**src/rtl/p405s_icu_fill_addr_seq.sv**
```systemverilog
// ICU line-fill address sequencer: one PLB line-read request per miss, then one word address per data beat.
// Define P405S_ICU_FILL_CWF_EN to start at the missed word and wrap (critical word first); otherwise fills start at offset 0.
module p405s_icu_fill_addr_seq #(
    parameter int LOG2_WORDS = 3
) (
    input  logic        CB,
    input  logic        reset,
    input  logic        missReq,
    input  logic [0:31] missAddr,
    input  logic        cancel,
    input  logic        plbAck,
    input  logic        plbRdDAck,
    input  logic        plbErr,
    output logic        reqVal,
    output logic [0:31] reqAddr,
    output logic [0:31] fillAddr,
    output logic        fillAddrE1,
    output logic        busy,
    output logic        fillDone,
    output logic        fillErr
);

    localparam int                    WORDS    = 1 << LOG2_WORDS;
    localparam logic [0:31]           OFS_MASK = 32'((WORDS - 1) << 2);
    localparam logic [0:31]           WORD_MSK = 32'hFFFF_FFFC;
    localparam logic [LOG2_WORDS-1:0] CNT_ONE  = LOG2_WORDS'(1);
    localparam logic [LOG2_WORDS-1:0] CNT_LAST = {LOG2_WORDS{1'b1}};

    typedef enum logic [1:0] {
        S_IDLE  = 2'd0,
        S_REQ   = 2'd1,
        S_DATA  = 2'd2,
        S_DRAIN = 2'd3
    } state_e;

    state_e                state_q, state_d;
    logic [0:31]           fill_addr_q, fill_addr_d;
    logic [0:31]           req_addr_q, req_addr_d;
    logic [LOG2_WORDS-1:0] cnt_q, cnt_d;
    logic                  busy_q, req_val_q, done_q, err_q;
    logic                  done_d, err_d;
    logic                  last_s;

    // Offset field steps modulo the line; tag/index bits never see a carry.
    function automatic logic [0:31] next_ptr(input logic [0:31] ptr);
        return (ptr & ~OFS_MASK) | ((ptr + 32'd4) & OFS_MASK);
    endfunction

    function automatic logic [0:31] start_ptr(input logic [0:31] addr);
`ifdef P405S_ICU_FILL_CWF_EN
        return addr & WORD_MSK;
`else
        return addr & WORD_MSK & ~OFS_MASK;
`endif
    endfunction

    assign last_s = (cnt_q == CNT_LAST);

    // Next-state, pointer and beat-counter logic; plbErr outranks cancel, which outranks ack/beats.
    always_comb begin
        state_d     = state_q;
        fill_addr_d = fill_addr_q;
        req_addr_d  = req_addr_q;
        cnt_d       = cnt_q;
        done_d      = 1'b0;
        err_d       = 1'b0;
        case (state_q)
            S_IDLE: begin
                if (missReq) begin
                    state_d     = S_REQ;
                    req_addr_d  = start_ptr(missAddr);
                    fill_addr_d = start_ptr(missAddr);
                    cnt_d       = '0;
                end else begin
                    state_d = S_IDLE;
                end
            end
            S_REQ: begin
                if (plbErr) begin
                    state_d = S_IDLE;
                    err_d   = 1'b1;
                end else if (plbAck) begin
                    state_d = cancel ? S_DRAIN : S_DATA;
                end else if (cancel) begin
                    state_d = S_IDLE;
                end else begin
                    state_d = S_REQ;
                end
            end
            S_DATA: begin
                if (plbErr) begin
                    state_d = S_IDLE;
                    err_d   = 1'b1;
                end else if (plbRdDAck) begin
                    cnt_d = cnt_q + CNT_ONE;
                    if (!cancel) begin
                        fill_addr_d = next_ptr(fill_addr_q);
                    end else begin
                        fill_addr_d = fill_addr_q;
                    end
                    if (last_s) begin
                        state_d = S_IDLE;
                        done_d  = ~cancel;
                    end else begin
                        state_d = cancel ? S_DRAIN : S_DATA;
                    end
                end else if (cancel) begin
                    state_d = S_DRAIN;
                end else begin
                    state_d = S_DATA;
                end
            end
            S_DRAIN: begin
                if (plbErr) begin
                    state_d = S_IDLE;
                    err_d   = 1'b1;
                end else if (plbRdDAck) begin
                    cnt_d   = cnt_q + CNT_ONE;
                    state_d = last_s ? S_IDLE : S_DRAIN;
                end else begin
                    state_d = S_DRAIN;
                end
            end
            default: begin
                state_d = S_IDLE;
            end
        endcase
    end

    // State and registered outputs; reset discards any fill in progress.
    always_ff @(posedge CB) begin
        if (reset) begin
            state_q     <= S_IDLE;
            fill_addr_q <= 32'h0000_0000;
            req_addr_q  <= 32'h0000_0000;
            cnt_q       <= '0;
            busy_q      <= 1'b0;
            req_val_q   <= 1'b0;
            done_q      <= 1'b0;
            err_q       <= 1'b0;
        end else begin
            state_q     <= state_d;
            fill_addr_q <= fill_addr_d;
            req_addr_q  <= req_addr_d;
            cnt_q       <= cnt_d;
            busy_q      <= (state_d != S_IDLE);
            req_val_q   <= (state_d == S_REQ);
            done_q      <= done_d;
            err_q       <= err_d;
        end
    end

    // Load enable is combinational so the datapath register captures fillAddr on the beat edge itself.
    assign fillAddrE1 = plbRdDAck & (state_q == S_DATA) & ~cancel & ~plbErr & ~reset;
    assign fillAddr   = fill_addr_q;
    assign reqAddr    = req_addr_q;
    assign reqVal     = req_val_q;
    assign busy       = busy_q;
    assign fillDone   = done_q;
    assign fillErr    = err_q;

endmodule
```
**config.mk**
```make
export PLATFORM = sky130hd
export DESIGN_NAME = p405s_icu_fill_addr_seq
export DESIGN_NICKNAME = d
export VERILOG_FILES = /design/src/rtl/p405s_icu_fill_addr_seq.sv
export SDC_FILE = /design/constraint.sdc
export NUM_CORES = 1
export LEC_CHECK = 0
export CORE_MARGIN = 2
export CORE_UTILIZATION = 37
export CTS_CLUSTER_DIAMETER = 200
export DETAILED_ROUTE_END_ITERATION = 12
export GPL_ROUTABILITY_DRIVEN = 0
export PLACE_DENSITY = 0.75
export SYNTH_ARGS = -nofsm -noshare
export SYNTH_HDL_FRONTEND = slang
export SYNTH_SLANG_ARGS = --single-unit
export TNS_END_PERCENT = 10
```
**constraint.sdc**
```tcl
create_clock -name CB -period 1.18 [get_ports CB]
set_input_delay 0.177 -clock CB [delete_from_list [all_inputs] [get_ports CB]]
set_output_delay 0.177 -clock CB [all_outputs]
set_load 0.03 [all_outputs]
```
# After elaboration in Yosys (flattened, before gate mapping)
# Cells that the tools add are included.
totals:
  register_bits: 68
  input_bits: 39
  out_inout_bits: 69
op_classes:
  addsub: 2
  eq_ne: 11
  mux: 22
  n_bitwise: 12
  reduce_logical: 11
ops:
  columns: ["op", "count"]
  rows:
  - ["two-way mux 32 bit", 4]
  - ["one-hot mux 32 bit (2 select lines)", 1]
  - ["bitwise OR 32 x 5 -> 32 bit", 1]
  - ["two-way mux 2 bit", 8]
  - ["inequality test 2 bit (second input constant)", 5]
  - ["two-way mux 3 bit", 3]
  - ["one-hot mux 2 bit (4 select lines)", 1]
  - ["NOT 1 bit", 7]
  - ["one-hot mux 3 bit (2 select lines)", 1]
  - ["nonzero test 2 bit", 3]
  - ["adder 5 x 3 -> 5 bit (second input constant)", 1]
  - ["AND reduction 5 bit", 1]
  - ["OR reduction 5 bit", 1]
  - ["AND 1 bit", 4]
  - ["equality test 2 x 1 -> 1 bit (second input constant)", 2]
  - ["equality test 2 bit (second input constant)", 2]
  - ["two-way mux 1 bit", 4]
  - ["AND reduction 4 bit", 1]
  - ["OR reduction 2 bit", 2]
  - ["adder 3 x 1 -> 3 bit (second input constant)", 1]
  - ["equality test 3 bit (second input constant)", 1]
  - ["OR reduction 3 bit", 1]
  - ["logical NOT 2 bit", 1]
  - ["inequality test 2 x 1 -> 1 bit (second input constant)", 1]
  - ["AND reduction 2 bit", 1]

# Logic depth before layout (Yosys ltp)
depth:
  depth_word: 6
  mapped_depth: 6
  mapped_depth_nobuf: 6

# Worst setup path after synthesis
# No wires, ideal clock.
synth_path:
  path_kind: "reg-to-reg"
  from: "reg state_q[1]"
  to: "reg done_q, in the netlist fillDone"
  setup_ns: 0.064
  arrival_ns: 1.714
  setup_slack_ns: -0.598
  path_stages_with_launch: 5
  n_path_buf: 1
  cell_sequence: "dfxtp_1 buf_6 nand3b_1 nor4_1 and2_1"
synth_between:
  elab_chain_len: 3
synth_rtl:
  columns: ["item", "line_no", "text"]
  rows:
  - ["start: declaration", "36", "state_e state_q, state_d;"]
  - ["start signal: assignment", "142", "state_q <= state_d;"]
  - ["equality test 2 bit", "67", "case (state_q)"]
  - ["NOT 1 bit (no line)", null, null]
  - ["OR reduction 5 bit (no line)", null, null]
  - ["end signal: assignment", "148", "done_q <= done_d;"]
  - ["end: declaration", "40", "logic busy_q, req_val_q, done_q, err_q;"]
# Every way passes these cells.
# A chain may end at the register's enable or synchronous reset.

# Worst setup path in the final report
layout_path:
  from: "in plbErr"
  to: "out fillAddrE1"
layout_between:
  elab_chain_len: 3
layout_rtl:
  columns: ["item", "line_no", "text"]
  rows:
  - ["start: declaration", "13", "input logic plbErr,"]
  - ["NOT 1 bit", "154", "assign fillAddrE1 = plbRdDAck & (state_q == S_DATA) & ~cancel & ~plbErr & ~reset;"]
  - ["AND 1 bit (2 in series)", "154", null]
  - ["end: declaration", "17", "output logic fillAddrE1,"]
# Every way passes these cells.

==> out/qor.txt <==
Grt ovf - 0
Sequential power share - 0.440
LEAKAGE - 0.00156 uW
Ys flop type - dfxtp_1
Hold Buf Count CTS - 0
Final min period - 1.43 ns
Wire per inst - 12.6 um
TritonRoute pass-1 iters - 4
Cell area after layout - 0.00365 mm^2
Setup-failing EPs final - 63
Pwr dens - 1500 mW/mm^2
Placed standard-cell area - 0.00342 mm^2
Area grow syn2layout - 53.3%
Vias/cell - 4.74
DP HPWL - 3970 um
Largest net degree at the start of global routing - 55
WP data arrival - 1.25 ns
GR Util met3 - 0.0796
Die Y - 84.3 um
Most frequent cells after synthesis - nand2_1, dfxtp_1, a21oi_1
Combinational power share - 0.177
Max-cap violations - 0
Root buffer cell - clkbuf_8
Final ANT Viol Nets - 0
Core ar. - 0.00628 mm^2
Number of diodes - 0
Drt total wl - 5870 um
Skew-Pair Late Insertion Delay - 0.33 ns
Synth top area share - 0.554
Clock Power Share - 0.384
Max-slew violations - 0
Grt met1 use - 0.199
Startpoint class of the critical path - primary input
IO Port Bufs - 95
Hold Crit Start - reset
Mapped Cells - 273
Status - finished with violations
GRT busiest layer - met2
Worst slack, placed - -0.341 ns
Final Hold Fails - 0
Largest cells by area after synthesis - dfxtp_1, nand2_1, a21oi_1
Total CTS buffers - 9
Count of clock tree sinks - 66
Power Internal - 3990 uW
Worst-path clk slew - 0.07 ns
Initial antenna violation count - 0
Sequential share of the synthesized area - 0.554
Yosys reg bits - 66
Setup ws final - -0.251 ns
Critical Path RT - 1.00 ns
Count leader, synth - nand2_1
RSZ-0062 raised after global routing - true
Endpoint class of the critical path - output port
Clock skew - 0.00690 ns
Clock buffer depth - 2
Top cell type by total area after synthesis - dfxtp_1
Mapped Area - 0.00238 mm^2
Via count - 2205
Max frequency - 0.699 GHz
Worst hold path class - primary input to flop
Number of global-route vias before repair - 1997
Die ar. - 0.00710 mm^2
Yosys warnings - 0
GRT met2 Usage - 0.257
Final Hold Slack - 0.214 ns
CP Launch Point - plbErr
TritonCTS clock tree - done
First-pass GRT wire length - 9320 um
Iteration-0 DRC Markers - 53
Net Sw Frac - 0.274
Part of the cycle the worst path needs - 1.21
GRT Util Overall - 0.167
Critical path type - primary input to output port
Layout Nets - 425
RR Startpoint - state_q[0]
Number of distinct library cells after synthesis - 34
Failing checks - setup timing
Post-synth EDFFs - 0
Switching power - 1510 uW
H-Tree Level Count - 3
Avg Cell Area, Syn - 8.73 um^2
Final Non-Filler Cells - 465
Ys async rst share - 0
Site row count - 29
Max VDD drop - 0.853 mV
IO Count - 108
Starting Density - 0.380
Placed Instances - 443
CP max FO - 4
Drc violations - 0
Ratio of cells with drive above 1 in the final layout - 0.332
Die width - 84.3 um
-- cells in the final DEF, fill, tap and decap left out, drive strengths merged, types with 2 or more instances in the layout --
| master | netlist | routed |
|---|---|---|
| a211oi | 2 | 2 |
| clkdlybuf4s50 | 0 | 30 |
| conb | 1 | 7 |
| nor3b | 3 | 3 |
| buf | 19 | 79 |
| dfxtp | 66 | 66 |
| nor2 | 12 | 12 |
| clkdlybuf4s15 | 0 | 6 |
| clkinv | 0 | 3 |
| xor2 | 2 | 2 |
| nor3 | 2 | 2 |
| o21ai | 3 | 3 |
| bufinv | 0 | 2 |
| nand2 | 84 | 84 |
| ha | 3 | 3 |
| a22oi | 2 | 2 |
| a21oi | 58 | 58 |
| clkbuf | 5 | 10 |
-- per-layer routing --
metal / up-vias / share of wire
met5: - / 0
met4: 0 / 0.016
met3: 7 / 0.083
met2: 71 / 0.47
met1: 1021 / 0.43
li1: 1106 / -
-- critical path, cell delays in order --
cell and delay (ns):
clkdlybuf4s50_1 0.45, nand3b_1 0.24, nor4_4 0.18, buf_4 0.20
-- registers in the layout (all words and copies together) (netlist names) --
register	count
reqVal	1
reqAddr	27
cnt_q	3
fillDone	1
busy	1
fillAddr	30
fillErr	1
state_q	2
-- cell families (layout without fill, tap and decap cells) --
group	count (synthesis)	in the layout	synth area share
simple gates	109	109	0.203
buf+inv	25	134	0.0682
fa+ha+maj	3	3	0.0157
xor+xnor	2	2	0.00735
compound gates	67	67	0.150
other cells	1	7	0.00157
flops	66	66	0.554
-- layout make-up --
cell class | instances | area, um^2
clock buffers | 10 | 138
clock inverters | 6 | 90.1
fillers | 554 | 2620
inverters | 1 | 3.75
multi-input cells | 188 | 1020
flip-flops and latches | 66 | 1330
well taps | 77 | 96.3
repair buffers | 117 | 970
-- power groups by stage --
stage          sequential, uW  combinational [uW]  clock [uW]
6_report                 2420                 970        2110
5_1_grt                  2430                1040        2280
3_3_place_gp             2470                 972           0
2_1_floorplan            2710                 330           0
4_1_cts                  2420                 978        2170
3_5_place_dp             2480                 979           0
-- path summary, 6_finish.rpt --
| path | cells past startpoint | to | slack, ns |
|---|---|---|---|
| setup / recovery | 4 | fillAddrE1 | -0.25 |
| hold / removal | 3 | fillDone | 0.21 |
| setup reg to reg | 7 | cnt_q[1] | -0.20 |
| hold reg to reg | 2 | reqAddr[10] | 0.45 |
-- repair_timing --
item	4_1_cts	5_1_grt
resized for setup	106	61
setup endpoints to repair	96	87
pin swaps	5	4
setup buffers	5	1
-- metrics by stage --
step	power, uW	TNS, ns	utilization
6_report	5490	-10.25	0.582
5_1_grt	5750	-14.64	0.582
4_1_cts	5570	-10.55	0.592
3_5_place_dp	3450	-17.55	0.544
3_3_place_gp	3440	-16.89	0.544
2_1_floorplan	3040	-0.123	-
No activity file was read; power rests on OpenSTA's default activity.
